## src/rtl/opsel_pkg.sv

```systemverilog
// opsel_pkg: shared state encoding, field defaults and immediate extension for operand_select_pipe.
// The OPSEL_SIGN_EXT_EN macro selects sign- or zero-extension in imm_extend.
package opsel_pkg;
  typedef enum logic [0:0] {S_IDLE = 1'b0, S_EXT = 1'b1} opsel_state_e;
  localparam int OPSEL_WORD_SIZE = 16;
  localparam int OPSEL_REG_SEL_W = 3;
  localparam int OPSEL_IMM_REG_LSB = 8;
  localparam int OPSEL_DST_LSB = 4;
  localparam int OPSEL_SRC_LSB = 0;
  localparam int OPSEL_IMM_W = 8;
  localparam int OPSEL_IMM_SEL_VALUE = 0;
  // Bits at and above imm_w are replaced by the fill bit.
  function automatic logic [63:0] imm_extend(input logic [63:0] word, input int imm_w);
    logic [63:0] m;
    logic fill;
    m = ~(64'hFFFF_FFFF_FFFF_FFFF << imm_w);
`ifdef OPSEL_SIGN_EXT_EN
    fill = |(word & ~(m >> 1) & m);
`else
    fill = 1'b0;
`endif
    return fill ? (word | ~m) : (word & m);
  endfunction
endpackage

```

## src/rtl/opsel_field_decode.sv

```systemverilog
// opsel_field_decode: combinational mapping of an instruction word to operand selects and immediate.
module opsel_field_decode
  import opsel_pkg::*;
#(
  parameter int WORD_SIZE = OPSEL_WORD_SIZE,
  parameter int REG_SEL_W = OPSEL_REG_SEL_W,
  parameter int IMM_REG_LSB = OPSEL_IMM_REG_LSB,
  parameter int DST_LSB = OPSEL_DST_LSB,
  parameter int SRC_LSB = OPSEL_SRC_LSB,
  parameter int IMM_W = OPSEL_IMM_W,
  parameter int IMM_SEL_VALUE = OPSEL_IMM_SEL_VALUE
) (
  input  logic [WORD_SIZE-1:0] instruction,
  input  logic                 imm_flag,
  output logic [REG_SEL_W-1:0] sel_a,
  output logic [REG_SEL_W:0]   sel_b,
  output logic [WORD_SIZE-1:0] imm_value,
  output logic                 is_imm
);
  always_comb begin
    sel_a = imm_flag ? instruction[IMM_REG_LSB+:REG_SEL_W] : instruction[DST_LSB+:REG_SEL_W];
    sel_b = imm_flag ? (REG_SEL_W+1)'(IMM_SEL_VALUE) : {1'b0, instruction[SRC_LSB+:REG_SEL_W]};
    imm_value = imm_flag ? WORD_SIZE'(imm_extend(64'(instruction), IMM_W)) : '0;
    is_imm = imm_flag;
  end
endmodule

```

## src/rtl/operand_select_pipe.sv

```systemverilog
// operand_select_pipe: registered operand-select decode with valid/ready handshakes and extension-word immediates.
// Build with OPSEL_SIGN_EXT_EN to sign-extend short immediates.
module operand_select_pipe
  import opsel_pkg::*;
#(
  parameter int WORD_SIZE = OPSEL_WORD_SIZE,
  parameter int REG_SEL_W = OPSEL_REG_SEL_W,
  parameter int IMM_REG_LSB = OPSEL_IMM_REG_LSB,
  parameter int DST_LSB = OPSEL_DST_LSB,
  parameter int SRC_LSB = OPSEL_SRC_LSB,
  parameter int IMM_W = OPSEL_IMM_W,
  parameter int IMM_SEL_VALUE = OPSEL_IMM_SEL_VALUE
) (
  input  logic                 clk,
  input  logic                 rst_n,
  input  logic                 flush,
  input  logic                 in_valid,
  output logic                 in_ready,
  input  logic [WORD_SIZE-1:0] instruction,
  input  logic                 imm_flag,
  input  logic                 ext_flag,
  output logic                 out_valid,
  input  logic                 out_ready,
  output logic [REG_SEL_W-1:0] sel_a,
  output logic [REG_SEL_W:0]   sel_b,
  output logic [WORD_SIZE-1:0] imm_value,
  output logic                 is_imm
);
  opsel_state_e state_q, state_d;
  logic out_valid_q, out_valid_d, is_imm_q, is_imm_d, accept, dec_is_imm;
  logic [REG_SEL_W-1:0] sel_a_q, sel_a_d, dec_sel_a;
  logic [REG_SEL_W:0] sel_b_q, sel_b_d, dec_sel_b;
  logic [WORD_SIZE-1:0] imm_q, imm_d, dec_imm;

  opsel_field_decode #(
    .WORD_SIZE(WORD_SIZE), .REG_SEL_W(REG_SEL_W), .IMM_REG_LSB(IMM_REG_LSB),
    .DST_LSB(DST_LSB), .SRC_LSB(SRC_LSB), .IMM_W(IMM_W), .IMM_SEL_VALUE(IMM_SEL_VALUE)
  ) u_dec (
    .instruction(instruction),
    .imm_flag(imm_flag | ext_flag),
    .sel_a(dec_sel_a),
    .sel_b(dec_sel_b),
    .imm_value(dec_imm),
    .is_imm(dec_is_imm)
  );

  always_comb begin
    in_ready = rst_n && !flush && (!out_valid_q || out_ready);
    accept = in_valid && in_ready;
    state_d = state_q;
    out_valid_d = out_valid_q && !out_ready;
    sel_a_d = sel_a_q;
    sel_b_d = sel_b_q;
    imm_d = imm_q;
    is_imm_d = is_imm_q;
    if (flush) begin
      state_d = S_IDLE;
      out_valid_d = 1'b0;
    end else if (accept && state_q == S_EXT) begin
      imm_d = instruction;
      is_imm_d = 1'b1;
      out_valid_d = 1'b1;
      state_d = S_IDLE;
    end else if (accept) begin
      // A leading extension word only latches selects; the immediate arrives next word.
      sel_a_d = dec_sel_a;
      sel_b_d = dec_sel_b;
      imm_d = ext_flag ? imm_q : dec_imm;
      is_imm_d = dec_is_imm;
      out_valid_d = !ext_flag;
      state_d = ext_flag ? S_EXT : S_IDLE;
    end
  end

  always_ff @(posedge clk or negedge rst_n) begin
    if (!rst_n) begin
      state_q <= S_IDLE;
      out_valid_q <= 1'b0;
      sel_a_q <= '0;
      sel_b_q <= '0;
      imm_q <= '0;
      is_imm_q <= 1'b0;
    end else begin
      state_q <= state_d;
      out_valid_q <= out_valid_d;
      sel_a_q <= sel_a_d;
      sel_b_q <= sel_b_d;
      imm_q <= imm_d;
      is_imm_q <= is_imm_d;
    end
  end

  assign out_valid = out_valid_q;
  assign sel_a = sel_a_q;
  assign sel_b = sel_b_q;
  assign imm_value = imm_q;
  assign is_imm = is_imm_q;
endmodule

```

## config.mk

```make
export PLATFORM = sky130hd
export DESIGN_NAME = operand_select_pipe
export DESIGN_NICKNAME = d
export VERILOG_FILES = /design/src/rtl/opsel_pkg.sv /design/src/rtl/opsel_field_decode.sv /design/src/rtl/operand_select_pipe.sv
export SDC_FILE = /design/constraint.sdc
export NUM_CORES = 1
export LEC_CHECK = 0
export ABC_CLOCK_PERIOD_IN_PS = 3400
export CORE_ASPECT_RATIO = 1.4
export CORE_MARGIN = 2
export CORE_UTILIZATION = 46
export CTS_BUF_LIST = sky130_fd_sc_hd__clkbuf_4 sky130_fd_sc_hd__clkbuf_8
export CTS_CLUSTER_DIAMETER = 150
export DETAILED_ROUTE_END_ITERATION = 8
export PLACE_DENSITY = 0.87
export SYNTH_ARGS = -nofsm -noshare
export SYNTH_HDL_FRONTEND = slang
export SYNTH_SLANG_ARGS = --single-unit
```

## constraint.sdc

```tcl
create_clock -name clk -period 3.4 [get_ports clk]
set_input_delay 0.34 -clock clk [delete_from_list [all_inputs] [get_ports clk]]
set_output_delay 0.34 -clock clk [all_outputs]
set_load 0.05 [all_outputs]
```

## Word level (Yosys, flattened, before mapping)

Cells that the tools add are included.

| storage, ports and cells | value |
|---|---|
| flip-flop bits (word level) | 26 |
| input bits | 23 |
| output and inout port bits | 26 |
| word-level logic and storage cells | 40 |

| cells by class | value |
|---|---|
| eq/ne operators | 1 |
| mux-type cells | 15 |
| bitwise logic cells | 3 |
| reduce and logical (&&, ||, !) cells | 15 |

Operators with widths:

| cell | number |
|---|---|
| $mux W16 | 3 |
| $mux W1 | 9 |
| $mux W8 | 1 |
| $mux W3 | 2 |
| $reduce_and A3 Y1 | 2 |
| $logic_and A1 B1 Y1 | 5 |
| $logic_not A1 Y1 | 4 |
| $reduce_bool A3 Y1 | 1 |
| $ne A2 B1 Y1 const B | 1 |
| $not A1 Y1 | 2 |
| $reduce_and A2 Y1 | 1 |
| $reduce_bool A2 Y1 | 1 |
| $logic_or A1 B1 Y1 | 1 |
| $or A1 B1 Y1 | 1 |

## Longest topological paths before layout

Gate-level depths: netlist of the first run.

| depth | value |
|---|---|
| depth in word-level cells | 7 |
| mapped depth | 4 |
| mapped depth without buffers | 3 |

## Hierarchy

A second synthesis of the first run with hierarchy kept.

| unflattened totals | value |
|---|---|
| cell total of the unflattened synthesis | 175 |
| area, all modules | 1720.4 um^2 |

Modules (own cells, without submodules):

| module | instances | cells an instance | area each (um^2) | sequential area each (um^2) |
|---|---|---|---|---|
| operand_select_pipe | 1 | 149 | 1525.2 | 650.6 |
| opsel_field_decode | 1 | 26 | 195.2 | 0.0 |

## Least setup slack after synthesis of the first run

Ideal clock, no wire load.

| timing | value |
|---|---|
| path type | register -> output |
| start point | register out_valid_q (netlist: out_valid) |
| end point | output port in_ready |
| arrival | 1.442 ns |
| slack | 1.618 ns |
| stages on the path, launching flop included | 3 |
| buffers on the path | 0 |
| cell sequence | dfrtp_1 -> nor2b_4 -> nor2_1 |

| between the ends | value |
|---|---|
| longest elaborated chain between the ends | 3 |

RTL lines:

| what | line | text |
|---|---|---|
| from (decl) | operand_select_pipe.sv:30 | `logic out_valid_q, out_valid_d, is_imm_q, is_imm_d, accept, dec_is_imm;` |
| from (signal assigned) | operand_select_pipe.sv:85 | `out_valid_q <= out_valid_d;` |
| $logic_not A1 Y1 | operand_select_pipe.sv:48 | `in_ready = rst_n && !flush && (!out_valid_q \|\| out_ready);` |
| $logic_or A1 B1 Y1 | operand_select_pipe.sv:48 |  |
| $logic_and A1 B1 Y1 | operand_select_pipe.sv:48 |  |
| to (decl) | operand_select_pipe.sv:18 | `output logic in_ready,` |

Every way passes these cells.

## Worst setup path after layout of the first run

| timing | value |
|---|---|
| start point | input port rst_n |
| end point | output port in_ready |

| between the ends | value |
|---|---|
| longest elaborated chain between the ends | 2 |

RTL lines:

| what | line | text |
|---|---|---|
| from (decl) | operand_select_pipe.sv:15 | `input logic rst_n,` |
| $logic_and A1 B1 Y1 (2 in series) | operand_select_pipe.sv:48 |  |

Every way passes these cells.

==> impl_metrics.env, run 1 <==
export IMPL_detail_route_iter0_violations=22
export IMPL_drv_slew=0
export IMPL_coreArea_mm2=0.002202
export IMPL_hp_class="flop to flop"
export IMPL_path_depth=4
export IMPL_synth_edf_count=0
export IMPL_clk_pin_slew_ns=0.13
export IMPL_crit_type="input pin to output pin"
export IMPL_power_total_mw=0.8489
export IMPL_grt_ovfl_total=0
export IMPL_start_util_pct=49.49
export IMPL_antenna_found_initial=0
export IMPL_setup_viol=0
export IMPL_layout_commonest_cell="clkdlybuf4s50_1"
export IMPL_irDropWorstVdd_mv=0.4081
export IMPL_ctsHoldBuffers=0
export IMPL_period_share_pct=65.57
export IMPL_root_buffer="clkbuf_4"
export IMPL_synth_area_mm2=0.001090
export IMPL_cp_slowest_cell="clkdlybuf4s50_1"
export IMPL_dieArea_mm2=0.002780
export IMPL_crit_chain="clkdlybuf4s50_1 > nand2b_4 > nor2_1 > clkdlybuf4s50_1"
export IMPL_critical_path_top_delay_family="buffers and inverters"
export IMPL_die_h_um=61.59
export IMPL_hold_depth=1
export IMPL_synth_ff_type="dfrtp_1"
export IMPL_slowest_delay_ns=0.80
export IMPL_stdcell_area_mm2=0.001603
export IMPL_finalSetupTns_ns=0
export IMPL_route_detailed_drc=0
export IMPL_hold_slack_ns=0.5171
export IMPL_cp_num_buf_inv=2
export IMPL_worstMarginPinSlew_ns=0.5418
export IMPL_grt_pass1_wl_mm=4.043
export IMPL_synth_area_leader_cell="dfrtp_1"
export IMPL_grt_max_degree=27
export IMPL_cts_buffers=3
export IMPL_portBuffers=47
export IMPL_wl_per_cell_um=16.87
export IMPL_path_max_fanout=3
export IMPL_final_util_pct=72.78
export IMPL_netlist_top_cells_area="dfrtp_1 (57%), a32o_1 (7.3%), a22o_1 (6.4%), mux2i_1 (3.7%), mux2_1 (3.1%)"
export IMPL_globalplace_congestion=0.7852
export IMPL_power_density_mw_per_mm2=529.6
export IMPL_fmax_mhz=448.6
export IMPL_syn_num_nets=103
export IMPL_slew_limit_headroom_pct=63.69
export IMPL_dieWidth_um=45.14
export IMPL_drive_gt1_share_pct=10.08
export IMPL_worst_r2r_path_depth=3
export IMPL_skew_ns=0.002675
export IMPL_drtPass1Iterations=4
export IMPL_ant_nets=0
export IMPL_synth_area_per_cell_um2=13.62
export IMPL_end_kind="output pin"
export IMPL_clk_latency_ns=0.31
export IMPL_ys_async_sr_fraction_pct=100.0
export IMPL_synth_top_cell_area_share_pct=57.41
export IMPL_antennaDiodeCount=0
export IMPL_cap_violations=0
export IMPL_h_tree_depth=1
export IMPL_crit_top_cell="clkdlybuf4s50_1"
export IMPL_syn_to_final_growth_pct=47.07
export IMPL_fin_crit_ns=2.229
export IMPL_final_cell_mix="clkdlybuf4s50_1 (47), dfrtp_1 (25), a22o_1 (8), a32o_1 (8)"
export IMPL_route_vias_total=857
export IMPL_clockBufferDepth=2
export IMPL_yosysSeqAreaShare_pct=57.41
export IMPL_cts_sinks=25
export IMPL_grt_pass1_vias=904
export IMPL_rows=20
export IMPL_synth_yosys_warnings=0
export IMPL_post_dp_hpwl_mm=1.996
export IMPL_cp_arrival_ns=1.89
export IMPL_num_nets_final=153
export IMPL_critPathLaunchType="input pin"
export IMPL_num_io_pins=49
export IMPL_wl_mm=2.547
export IMPL_final_hold_viol_count=0
export IMPL_cts_tree="done"
export IMPL_leakage_nw=0.6833
export IMPL_postCtsSetupRepairBufs=0
export IMPL_ys_seq_elements=25
export IMPL_rsz0062_at_grt="no"
export IMPL_cts_resized=0
export IMPL_syn_inst=80
export IMPL_placed_area_mm2=0.001575
export IMPL_grtUsageTotal_pct=20.44
export IMPL_synth_cell_type_count=26
export IMPL_outcome="completed"
export IMPL_cp_required_ns=3.06
export IMPL_avgViaCountPerCell=5.675
[synthesized netlist by cell type, types with 2 or more instances]
library cell	number
a22o_1	8
a32o_1	8
buf_4	2
dfrtp_1	25
inv_1	4
mux2_1	3
mux2_2	3
mux2i_1	4
nand2_1	4
nand2b_1	2
nor2_1	2
[area by class of cell]
class / count / area (um^2)
Multi-Input combinational cell: 48 / 429.2
Inverter: 4 / 15.01
Clock buffer: 3 / 22.52
Fill cell: 169 / 599.3
Tap cell: 22 / 27.53
Sequential cell: 25 / 625.6
Clock inverter: 1 / 5.005
Timing Repair Buffer: 48 / 478.0
[through the flow]
step	setup slack (ns)	std cells
6_report	1.171	151
5_1_grt	1.113	151
4_1_cts	1.156	151
3_5_place_dp	1.129	147
3_3_place_gp	1.173	147
2_1_floorplan	1.618	80
[per-layer routing]
layer,GRT usage [%],vias up,wire length [um]
met5,0,-,0
li1,-,393,-
met1,25.09,422,974
met2,34.49,38,1376
met3,4.399,4,166
met4,8.403,0,29
[registers in the layout, summed over array words and instances, names as in the netlist]
register and cells:
out_valid 1, is_imm 1, imm_value 16, sel_a 3
sel_b 3, state_q 1
[kinds of logic (layout without fill, tap and decap cells)]
logic type	count (synthesis)	after routing	synth area share, %
AO/OA/AOI/OAI	20	20	15.96
buffers and inverters	7	56	3.213
flip-flops	25	25	57.41
multiplexers	10	10	9.873
other	1	1	0.3441
AND/OR/NAND/NOR	17	17	13.20
[power by group]
part	switching [mW]	internal, mW	leakage [nW]
combinational	0.220	0.134	0.339
clock	0.0848	0.0439	0.0177
sequential	0.0257	0.341	0.327
total	0.331	0.518	0.683
[path summary, 6_finish.rpt]
path / startpoint / to / slack, ns
max: rst_n / in_ready / 1.17
min: imm_value[6]$_DFFE_PN0P_ / imm_value[6]$_DFFE_PN0P_ / 0.52
max reg2reg: out_valid$_DFF_PN0_ / sel_a[2]$_DFFE_PN0P_ / 1.84
min reg2reg: imm_value[6]$_DFFE_PN0P_ / imm_value[6]$_DFFE_PN0P_ / 0.52
max in group asynchronous: rst_n / is_imm$_DFFE_PN0P_ / 2.62
min in group asynchronous: rst_n / out_valid$_DFF_PN0_ / 0.53
Power figures use the tool's default switching activity.
==> run 2: changes to the inputs <==
ABC_CLOCK_PERIOD_IN_PS = 2300   (was 3400)
CORE_UTILIZATION = 42   (was 46)
PLACE_DENSITY = 0.81   (was 0.87)
clock period = 2.3 ns   (was 3.4 ns; I/O delays follow)
==> impl_metrics.env, run 2 (synthesis gave the netlist of run 1 again) <==
export IMPL_antennaDiodeCount=0
export IMPL_clk_pin_slew_ns=0.12
export IMPL_globalplace_congestion=0.7582
export IMPL_drv_slew=0
export IMPL_clk_latency_ns=0.31
export IMPL_endpoint="out_valid"
export IMPL_cp_required_ns=2.07
export IMPL_stdcell_area_mm2=0.001638
export IMPL_grt_ovfl_total=0
export IMPL_post_dp_hpwl_mm=1.966
export IMPL_path_depth=1
export IMPL_wl_mm=2.411
export IMPL_coreArea_mm2=0.002417
export IMPL_route_vias_total=838
export IMPL_ctsHoldBuffers=0
export IMPL_slowest_delay_ns=0.81
export IMPL_dieArea_mm2=0.003024
export IMPL_cts_resized=0
export IMPL_start_util_pct=45.08
export IMPL_power_total_mw=1.265
export IMPL_fin_crit_ns=1.744
export IMPL_root_buffer="clkbuf_4"
export IMPL_cts_tree="done"
export IMPL_critPathLaunchType="flop"
export IMPL_skew_ns=0.001196
export IMPL_syn_to_final_growth_pct=50.29
export IMPL_path_max_fanout=3
export IMPL_r2r_setup_slack_ns=0.75
export IMPL_worst_r2r_path_depth=3
export IMPL_h_tree_depth=1
export IMPL_final_cell_mix="clkdlybuf4s50_1 (46), dfrtp_1 (25), a22o_1 (8), a32o_1 (8)"
export IMPL_avgViaCountPerCell=5.110
export IMPL_finalSetupTns_ns=0
export IMPL_cp_slowest_cell="clkdlybuf4s50_1"
export IMPL_critical_path_top_delay_family="buffers and inverters"
export IMPL_cap_violations=0
export IMPL_end_kind="output pin"
export IMPL_crit_type="flop to output pin"
export IMPL_regToRegStartpoint="out_valid$_DFF_PN0_"
export IMPL_timing_rr_end="sel_a[0]$_DFFE_PN0P_"
export IMPL_period_share_pct=75.81
export IMPL_num_io_pins=49
export IMPL_grt_pass1_vias=884
export IMPL_drive_gt1_share_pct=11.54
export IMPL_drtPass1Iterations=4
export IMPL_placed_area_mm2=0.001608
export IMPL_detail_route_iter0_violations=12
export IMPL_fmax_mhz=573.5
export IMPL_die_h_um=64.27
export IMPL_grt_pass1_wl_mm=4.008
export IMPL_cts_sinks=25
export IMPL_portBuffers=47
export IMPL_route_detailed_drc=0
export IMPL_wl_per_cell_um=14.70
export IMPL_layout_commonest_cell="clkdlybuf4s50_1"
export IMPL_power_density_mw_per_mm2=772.6
export IMPL_grtUsageTotal_pct=18.12
export IMPL_final_hold_viol_count=0
export IMPL_hp_class="input pin to async pin"
export IMPL_ant_nets=0
export IMPL_worstMarginPinSlew_ns=0.5341
export IMPL_rows=21
export IMPL_setup_viol=0
export IMPL_postCtsSetupRepairBufs=0
export IMPL_num_nets_final=154
export IMPL_cp_arrival_ns=1.51
export IMPL_grt_max_degree=18
export IMPL_outcome="completed"
export IMPL_cp_num_buf_inv=1
export IMPL_slew_limit_headroom_pct=64.28
export IMPL_irDropWorstVdd_mv=0.5763
export IMPL_dieWidth_um=47.05
export IMPL_hold_slack_ns=0.3674
export IMPL_final_util_pct=67.75
export IMPL_largest_reg_flops=16
export IMPL_leakage_nw=0.6939
export IMPL_crit_chain="clkdlybuf4s50_1"
export IMPL_clockBufferDepth=2
export IMPL_cts_buffers=3
export IMPL_antenna_found_initial=0
export IMPL_rsz0062_at_grt="no"
export IMPL_critPathLaunch="out_valid$_DFF_PN0_"
## run 2: changes by cell type in the layout (fill, tap and decap cells not counted)
cell	before	now
clkinv_2	1	0
clkdlybuf4s50_1	47	46
buf_12	0	1
buf_4	1	2
clkbuf_4	3	4
## run 2: where the power goes
part / internal [mW] / leakage (nW) / switching (mW) / total [mW]
logic: 0.200 / 0.349 / 0.324 / 0.524
clock network: 0.0795 / 0.0184 / 0.119 / 0.198
registers: 0.503 / 0.327 / 0.0397 / 0.543
total: 0.783 / 0.694 / 0.482 / 1.27
## run 2: layout make-up
| cell class | instances | area, um^2 |
|---|---|---|
| Tap cell | 34 | 42.54 |
| Multi-Input combinational cell | 48 | 429.2 |
| Timing Repair Buffer | 49 | 495.5 |
| Clock buffer | 4 | 30.03 |
| Fill cell | 198 | 779.5 |
| Inverter | 4 | 15.01 |
| Sequential cell | 25 | 625.6 |
## run 2: how the worst min path moves through the flow
stage	from	slack, ns	endpoint
detailed placement	imm_value[1]$_DFFE_PN0P_	0.49	imm_value[1]$_DFFE_PN0P_
global placement	imm_value[4]$_DFFE_PN0P_	0.47	imm_value[4]$_DFFE_PN0P_
global route	rst_n	0.38	imm_value[9]$_DFFE_PN0P_
floorplan	rst_n	-0.07	imm_value[0]$_DFFE_PN0P_
finish	rst_n	0.37	out_valid$_DFF_PN0_
CTS	rst_n	0.36	imm_value[9]$_DFFE_PN0P_
## run 2: per-layer routing
metal | wire length, um | up-vias | GRT usage, %
met5 | 0 | - | 0
met4 | 0 | 0 | 5.208
met3 | 169 | 0 | 3.107
met2 | 1307 | 33 | 31.51
met1 | 934 | 409 | 21.83
li1 | - | 396 | -
## run 2: per-stage QoR
stage,instances,setup WS (ns)
6_report,164,0.5563
5_1_grt,164,0.4977
4_1_cts,164,0.5423
3_5_place_dp,160,0.4198
3_3_place_gp,160,0.4646
2_1_floorplan,80,0.5989
